<file path="src/rtl/ahb_prior_scheduler.sv">
// Aging priority scheduler for the AHB dynamic-priority arbiter: tracks each master's
// request/wait/ownership state and boosts the priority of masters left waiting.
module ahb_prior_scheduler #(
    parameter int MASTER_NUM    = 4,
    parameter int PRIOR_BIT     = 2,
    parameter int AGE_BIT       = 6,
    parameter int AGE_STEP_LOG2 = 3,
    parameter int STARVE_LIMIT  = 24
) (
    input  logic                            hclk,
    input  logic                            hreset_n,
    input  logic [MASTER_NUM-1:0]           hreq,
    input  logic [MASTER_NUM-1:0]           hgrant,
    input  logic [MASTER_NUM-1:0]           hlast,
    input  logic                            hwait,
    input  logic                            cfg_we,
    input  logic [$clog2(MASTER_NUM)-1:0]   cfg_idx,
    input  logic [PRIOR_BIT-1:0]            cfg_prior,
    output logic [MASTER_NUM*PRIOR_BIT-1:0] hprior,
    output logic [MASTER_NUM-1:0]           starve
);

    localparam int SUM_W = PRIOR_BIT + AGE_BIT;
    localparam logic [PRIOR_BIT-1:0] PMAX = '1;
    localparam logic [AGE_BIT-1:0]   STARVE_AGE = AGE_BIT'(STARVE_LIMIT);

    typedef enum logic [1:0] {
        ST_IDLE,
        ST_WAIT,
        ST_OWN
    } state_e;

    state_e               st_q   [MASTER_NUM];
    logic [AGE_BIT-1:0]   age_q  [MASTER_NUM];
    logic [PRIOR_BIT-1:0] base_q [MASTER_NUM];

    // hgrant is already masked by the slave wait, so hwait carries no extra information.
    logic        hwait_unused;
    logic [31:0] cfg_idx_ext;

    assign hwait_unused = hwait;
    assign cfg_idx_ext  = 32'(cfg_idx);

    // NOTE: state registers use non-blocking assignments so every master sees the
    // pre-edge values; the small per-master arrays are real flops and get a reset value.
    always_ff @(posedge hclk or negedge hreset_n) begin
        if (!hreset_n) begin
            for (int i = 0; i < MASTER_NUM; i++) begin
                st_q[i]   <= ST_IDLE;
                age_q[i]  <= '0;
                base_q[i] <= PRIOR_BIT'(i);
            end
        end else begin
            for (int i = 0; i < MASTER_NUM; i++) begin
                // An out-of-range index never matches any master, so it is dropped.
                if (cfg_we && (cfg_idx_ext == 32'(i))) begin
                    base_q[i] <= cfg_prior;
                end

                if (hgrant[i] && hlast[i]) begin
                    st_q[i]  <= ST_IDLE;
                    age_q[i] <= '0;
                end else begin
                    unique case (st_q[i])
                        ST_IDLE: begin
                            if (hgrant[i]) begin
                                st_q[i]  <= ST_OWN;
                                age_q[i] <= '0;
                            end else if (hreq[i]) begin
                                st_q[i]  <= ST_WAIT;
                                age_q[i] <= AGE_BIT'(1);
                            end
                        end
                        ST_WAIT: begin
                            if (hgrant[i]) begin
                                st_q[i]  <= ST_OWN;
                                age_q[i] <= '0;
                            end else if (hreq[i]) begin
                                if (age_q[i] != '1) begin
                                    age_q[i] <= age_q[i] + 1'b1;
                                end
                            end else begin
                                st_q[i]  <= ST_IDLE;
                                age_q[i] <= '0;
                            end
                        end
                        ST_OWN: begin
                            age_q[i] <= '0;
                        end
                        default: begin
                            st_q[i]  <= ST_IDLE;
                            age_q[i] <= '0;
                        end
                    endcase
                end
            end
        end
    end

    // Outputs depend on registers only, so reset reaches them without a clock.
    always_comb begin
        logic [SUM_W-1:0] sum;
        // NOTE: every output is given a default first so no path can infer a latch.
        hprior = '0;
        starve = '0;
        sum    = '0;
        for (int i = 0; i < MASTER_NUM; i++) begin
            starve[i] = (age_q[i] >= STARVE_AGE);
            sum = SUM_W'(base_q[i]) + SUM_W'(age_q[i] >> AGE_STEP_LOG2);
            if (starve[i] || (sum > SUM_W'(PMAX))) begin
                hprior[i*PRIOR_BIT +: PRIOR_BIT] = PMAX;
            end else begin
                hprior[i*PRIOR_BIT +: PRIOR_BIT] = sum[PRIOR_BIT-1:0];
            end
        end
    end

endmodule

</file>
<file path="config.mk">
export PLATFORM = sky130hd
export DESIGN_NAME = ahb_prior_scheduler
export DESIGN_NICKNAME = d
export VERILOG_FILES = /design/src/rtl/ahb_prior_scheduler.sv
export SDC_FILE = /design/constraint.sdc
export NUM_CORES = 1
export LEC_CHECK = 0
export BUFFER_PORTS_ARGS = -buffer_cell sky130_fd_sc_hd__clkbuf_2
export CORE_MARGIN = 5
export CORE_UTILIZATION = 35
export DETAILED_ROUTE_END_ITERATION = 7
export MAX_ROUTING_LAYER = met4
export PLACE_DENSITY_LB_ADDON = 0.2
export SLEW_MARGIN = 20
export SYNTH_ARGS = -nofsm -noshare
export SYNTH_HDL_FRONTEND = slang
export SYNTH_SLANG_ARGS = --single-unit
</file>
<file path="constraint.sdc">
create_clock -name hclk -period 3.3 [get_ports hclk]
set_input_delay 0.165 -clock hclk [delete_from_list [all_inputs] [get_ports hclk]]
set_output_delay 0.165 -clock hclk [all_outputs]
set_load 0.01 [all_outputs]
</file>
==> results of run 1 <==
sequential cells by signal (all words and copies together), names as in the netlist:
name and flops:
st_q 8, base_q 8, age_q 24
final timing paths:
path | to | cells after the start
max | hprior[7] | 5
max reg2reg | age_q[10] | 5
max in group asynchronous | st_q[3] | 1
min | age_q[6] | 1
min in group hclk | st_q[6] | 2
min reg2reg | st_q[6] | 1
placed cells by master (no fill, tap or decap), types with 3 or more instances in the layout:
cell	n
nand3b_1	7
nand2_1	28
clkbuf_8	5
dfstp_2	4
mux2_2	7
dfrtp_1	36
clkbuf_2	29
nor2_1	16
a21oi_1	16
inv_1	27
o21ai_0	20
ha_1	12
and3_1	3
mux2i_1	3
a21boi_0	3
nor3_1	5
fa_1	4
a22o_1	3
nand3_1	17
and2_1	6
where the power goes:
part	switching (uW)	internal (uW)	total, uW
Combinational	81.8	67.2	149
Sequential	22.8	527	550
Clock	174	224	398
Total	278	819	1100
stage by stage:
stage	cell area (um^2)	hold WS, ns	std cells	power, uW
floorplan	2370	-0.131	256	644
global placement	2610	0.394	363	710
detailed placement	2610	0.396	363	712
CTS	2720	0.0729	371	1120
global route	2720	0.0799	371	1160
finish	2720	-0.00468	371	1100
worst max-delay path, cell delays in order, from the launching register on:
cell and delay [ns]:
dfstp_2 0.54, ha_1 0.13, inv_1 0.05, fa_1 0.48, nand3_1 0.07, clkbuf_2 0.13
logic make-up after synthesis:
family | after synthesis
simple gates | 95
compound gates | 65
flops | 40
buf+inv | 30
fa+ha+maj | 16
mux | 10
final cells by class:
cell class	instances	area share
Multi-Input combinational cell	186	0.460
Sequential cell	40	0.371
Timing Repair Buffer	30	0.0553
Inverter	27	0.0373
Tap cell	80	0.0369
Clock buffer	6	0.0267
Clock inverter	2	0.0129
per-layer routing:
| layer | vias to the layer above | part of all wire | wire, um |
|---|---|---|---|
| met1 | 909 | 0.49 | 2270 |
| met5 | - | 0 | 0 |
| li1 | 971 | - | - |
| met2 | 28 | 0.46 | 2120 |
| met4 | 0 | 0.016 | 72 |
| met3 | 7 | 0.039 | 179 |
==> flow_metrics.env, run 1 <==
export IMPL_status="finished with violations"
export IMPL_violations="hold timing"
export IMPL_area_growth_syn_to_layout_pct=14.5
export IMPL_required_ns=3.13
export IMPL_ys_top_cells_by_area="dfrtp_1 (38%), ha_1 (6.3%), dfstp_2 (4.4%), nand2_1 (4.4%), inv_1 (4.3%)"
export IMPL_fmax_ghz=0.535
export IMPL_clockBufferDepth=2
export IMPL_synth_top_family_by_area="simple AND/OR/NAND/NOR gates"
export IMPL_regArea_um2=1010
export IMPL_drc_errors=0
export IMPL_synth_edff_count=0
export IMPL_yosysWarnings=0
export IMPL_setup_viol=0
export IMPL_dr_total_vias=1915
export IMPL_viasPerCell=5.16
export IMPL_place_ws_ns=1.75
export IMPL_hold_path_class="input port to async pin"
export IMPL_die_area_um2=8520
export IMPL_crit_start="base_q[0]"
export IMPL_postCtsSetupRepairBufs=0
export IMPL_final_nets=326
export IMPL_pwr_density_cell_nw_per_um2=404
export IMPL_cp_max_fo=2
export IMPL_antenna_found_initial=0
export IMPL_ys_flop_type="dfrtp_1"
export IMPL_synth_simple_gate_area_frac=0.204
export IMPL_vdd_ir_drop_max_uv=189
export IMPL_timing_hold_ws_ns=-0.00468
export IMPL_hold_viol_final=3
export IMPL_synth_xor_area_frac=0
export IMPL_drive_gt1_frac=0.192
export IMPL_start_kind="register"
export IMPL_multi_input_area_um2=1250
export IMPL_cts_hold_buffers_added=0
export IMPL_syn_avg_cell_area_um2=9.26
export IMPL_cap_violations=0
export IMPL_core_area_um2=6680
export IMPL_synthMuxAreaShare=0.0459
export IMPL_layout_setup_ws_ns=1.43
export IMPL_timing_final_crit_share=0.566
export IMPL_portBuffers=30
export IMPL_fin_util=0.406
export IMPL_cts_root_buf="clkbuf_8"
export IMPL_yosysTopAreaCellShare=0.380
export IMPL_seq_area_frac_synth=0.424
export IMPL_worstSetupPathType="register to output port"
export IMPL_die_w_um=92.3
export IMPL_cts_resized_gates=0
export IMPL_ios=32
export IMPL_grt_setup_unrepaired="no"
export IMPL_die_y_um=92.3
export IMPL_busiest_layer="met2"
export IMPL_gp_congestion=0.780
export IMPL_track_usage=0.126
export IMPL_end_kind="output port"
export IMPL_path_clk_slew_ns=0.08
export IMPL_r2r_slack_ns=1.76
export IMPL_ys_ff_latch=40
export IMPL_fin_crit_ns=1.87
export IMPL_clock_sinks=40
export IMPL_cts_tree="done"
export IMPL_antenna_cells=0
export IMPL_synth_cells=256
export IMPL_place_hpwl_mm=3.37
export IMPL_grt_util_met3=0.0374
export IMPL_use_met2=0.189
export IMPL_synth_largest_area_cell="dfrtp_1"
export IMPL_syn_area_um2=2370
export IMPL_fill_cells=695
export IMPL_synth_most_common_cell="dfrtp_1"
export IMPL_timing_rr_start="age_q[6]"
export IMPL_avgRoutedWirePerCell_um=12.5
export IMPL_htreeDepth=2
export IMPL_ys_types=45
export IMPL_worstPathArrival_ns=1.70
export IMPL_final_antenna_net_count=0
export IMPL_met1_usage=0.163
export IMPL_num_rows=30
export IMPL_start_util=0.355
export IMPL_grt_max_degree=41
export IMPL_drt_pass1_iterations=4
export IMPL_synthAdderAreaFrac=0.0971
export IMPL_slew_headroom=0.382
export IMPL_finClkSkew_ns=0.00473
export IMPL_grt_pass1_wl_mm=8.41
export IMPL_worst_slew_pin_slew_ns=0.927
export IMPL_synth_fp_nets=292
export IMPL_synth_compound_area_frac=0.180
export IMPL_cts_made_buffers=5
export IMPL_synthArstFlopShare=1.00
export IMPL_clkLatencyLatePin_ns=0.30
export IMPL_synthTopCellsByCount="dfrtp_1 (36), nand2_1 (28), inv_1 (27)"
export IMPL_wl_mm=4.64
export IMPL_grt_overflow_total=0
export IMPL_tns_ns=0
export IMPL_drt_initial_drc_count=91
export IMPL_grt_pass1_vias=1837
export IMPL_p_leak_uw=0.00118
export IMPL_slew_violations=0
Note: power is estimated with default switching activity, not from simulation.
==> run 2: changes to the inputs <==
- clock period: 3.3 -> 1.65 ns (I/O delays scaled with it)
==> flow_metrics.env, run 2 (same netlist as run 1, synthesis figures left out) <==
export IMPL_status="finished with violations"
export IMPL_violations="setup timing"
export IMPL_core_area_um2=6680
export IMPL_portBuffers=30
export IMPL_die_area_um2=8520
export IMPL_p_leak_uw=0.00125
export IMPL_drt_initial_drc_count=77
export IMPL_end_kind="output port"
export IMPL_final_antenna_net_count=0
export IMPL_dpl_instance_area_um2=2700
export IMPL_layout_setup_ws_ns=-0.103
export IMPL_die_y_um=92.3
export IMPL_required_ns=1.57
export IMPL_hold_path_class="input port to register"
export IMPL_antenna_found_initial=0
export IMPL_final_area_um2=2840
export IMPL_setup_viol=6
export IMPL_slew_headroom=0.661
export IMPL_grt_max_degree=24
export IMPL_vdd_ir_drop_max_uv=315
export IMPL_drive_gt1_frac=0.249
export IMPL_track_usage=0.124
export IMPL_finClkSkew_ns=0.00411
export IMPL_final_common_cell="dfrtp_1"
export IMPL_wl_mm=4.85
export IMPL_timing_final_crit_share=1.06
export IMPL_num_rows=30
export IMPL_clkLatencyLatePin_ns=0.29
export IMPL_viasPerCell=5.11
export IMPL_worstSetupPathType="register to output port"
export IMPL_cts_made_buffers=5
export IMPL_dr_total_vias=1968
export IMPL_fill_cells=692
export IMPL_fin_cells=385
export IMPL_cts_tree="done"
export IMPL_ios=32
export IMPL_start_util=0.355
export IMPL_grt_setup_unrepaired="yes"
export IMPL_antenna_cells=0
export IMPL_clockBufferDepth=2
export IMPL_grt_pass1_vias=1895
export IMPL_dp_cells=374
export IMPL_start_kind="register"
export IMPL_regMostFlops="age_q"
export IMPL_timing_hold_ws_ns=0.0102
export IMPL_grt_pass1_wl_mm=8.43
export IMPL_worstPathArrival_ns=1.67
export IMPL_fmax_ghz=0.570
export IMPL_drt_pass1_iterations=5
export IMPL_place_hpwl_mm=3.63
export IMPL_die_w_um=92.3
export IMPL_path_clk_slew_ns=0.08
export IMPL_grt_overflow_total=0
export IMPL_area_growth_syn_to_layout_pct=19.6
export IMPL_cp_max_fo=2
export IMPL_hold_viol_final=0
export IMPL_worst_slew_pin_slew_ns=0.508
export IMPL_gp_congestion=0.771
export IMPL_largest_registers="age_q: 24 flops, base_q: 8 flops, st_q: 8 flops"
export IMPL_tns_ns=-0.280
export IMPL_fin_util=0.425
export IMPL_largest_register_ff_count=24
export IMPL_cts_root_buf="clkbuf_8"
export IMPL_pwr_density_cell_nw_per_um2=738
export IMPL_fin_crit_ns=1.75
export IMPL_slew_violations=0
export IMPL_final_cell_mix="dfrtp_1 (36), nand2_1 (28), clkbuf_2 (28)"
export IMPL_avgRoutedWirePerCell_um=12.6
export IMPL_drc_errors=0
export IMPL_final_nets=340
export IMPL_cap_violations=0
export IMPL_clock_sinks=40
export IMPL_htreeDepth=2
-- run 2: cell types whose count changed in the layout (fill, tap and decap cells not counted), moves of 2 or more --
cell	change
inv_1	-2
ha_1	-2
ha_2	+2
fa_2	+2
inv_2	+2
fa_1	-2
buf_4	+12
-- run 2: report_power, final --
part	total (uW)	leakage [uW]	internal [uW]	switching, uW
Clock	671	0.0000455	341	330
Combinational	327	0.000683	154	173
Sequential	1100	0.000523	1050	40.7
-- run 2: cell type report --
type	count	area (um^2)	share of cell area
Clock buffer	8	90.1	0.0318
Inverter	27	101	0.0357
Multi-Input combinational cell	186	1270	0.447
Sequential cell	40	1010	0.355
Tap cell	80	100	0.0353
Timing Repair Buffer	44	270	0.0953
-- run 2: what timing repair did --
action | in CTS | in global routing
pin swaps | 2 | 0
buffers inserted | 2 | 0
hold endpoints to repair | 17 | 0
endpoints found under the setup margin | 6 | 8
hold buffers | 1 | 0
resized for setup | 5 | 5
-- run 2: path summary, 6_finish.rpt --
check                          start  depth (start not counted)  slack, ns        end
setup / recovery           base_q[0]                          5      -0.10  hprior[7]
min in group asynchronous   hreset_n                          2       0.29   age_q[6]
hold / removal             hgrant[0]                          2       0.01    st_q[6]
max in group asynchronous   hreset_n                          3       0.78  base_q[4]
hold reg to reg              st_q[7]                          1       0.48    st_q[6]
setup reg to reg           age_q[19]                          5       0.15  age_q[21]
-- run 2: metrics by stage --
| step | total power, uW | worst slack (ns) |
|---|---|---|
| final | 2090 | -0.103 |
| after global routing | 2230 | -0.173 |
| after CTS | 2140 | -0.133 |
| after detailed placement | 1450 | 0.158 |
| after global placement | 1440 | 0.174 |
| after floorplan | 1290 | 0.267 |
-- run 2: layer usage --
layer  global-route usage  up-vias  wire, um
li1                     -      999         -
met5                    -        -         0
met2                0.204       38      2240
met1                0.150      925      2370
met4               0.0408        0        47
met3               0.0317        6       191
-- run 2: critical path: stages, from the launching register on --
cell,delay [ns]
dfstp_2,0.54
ha_1,0.13
inv_1,0.05
fa_1,0.48
nand3_1,0.07
clkbuf_2,0.13
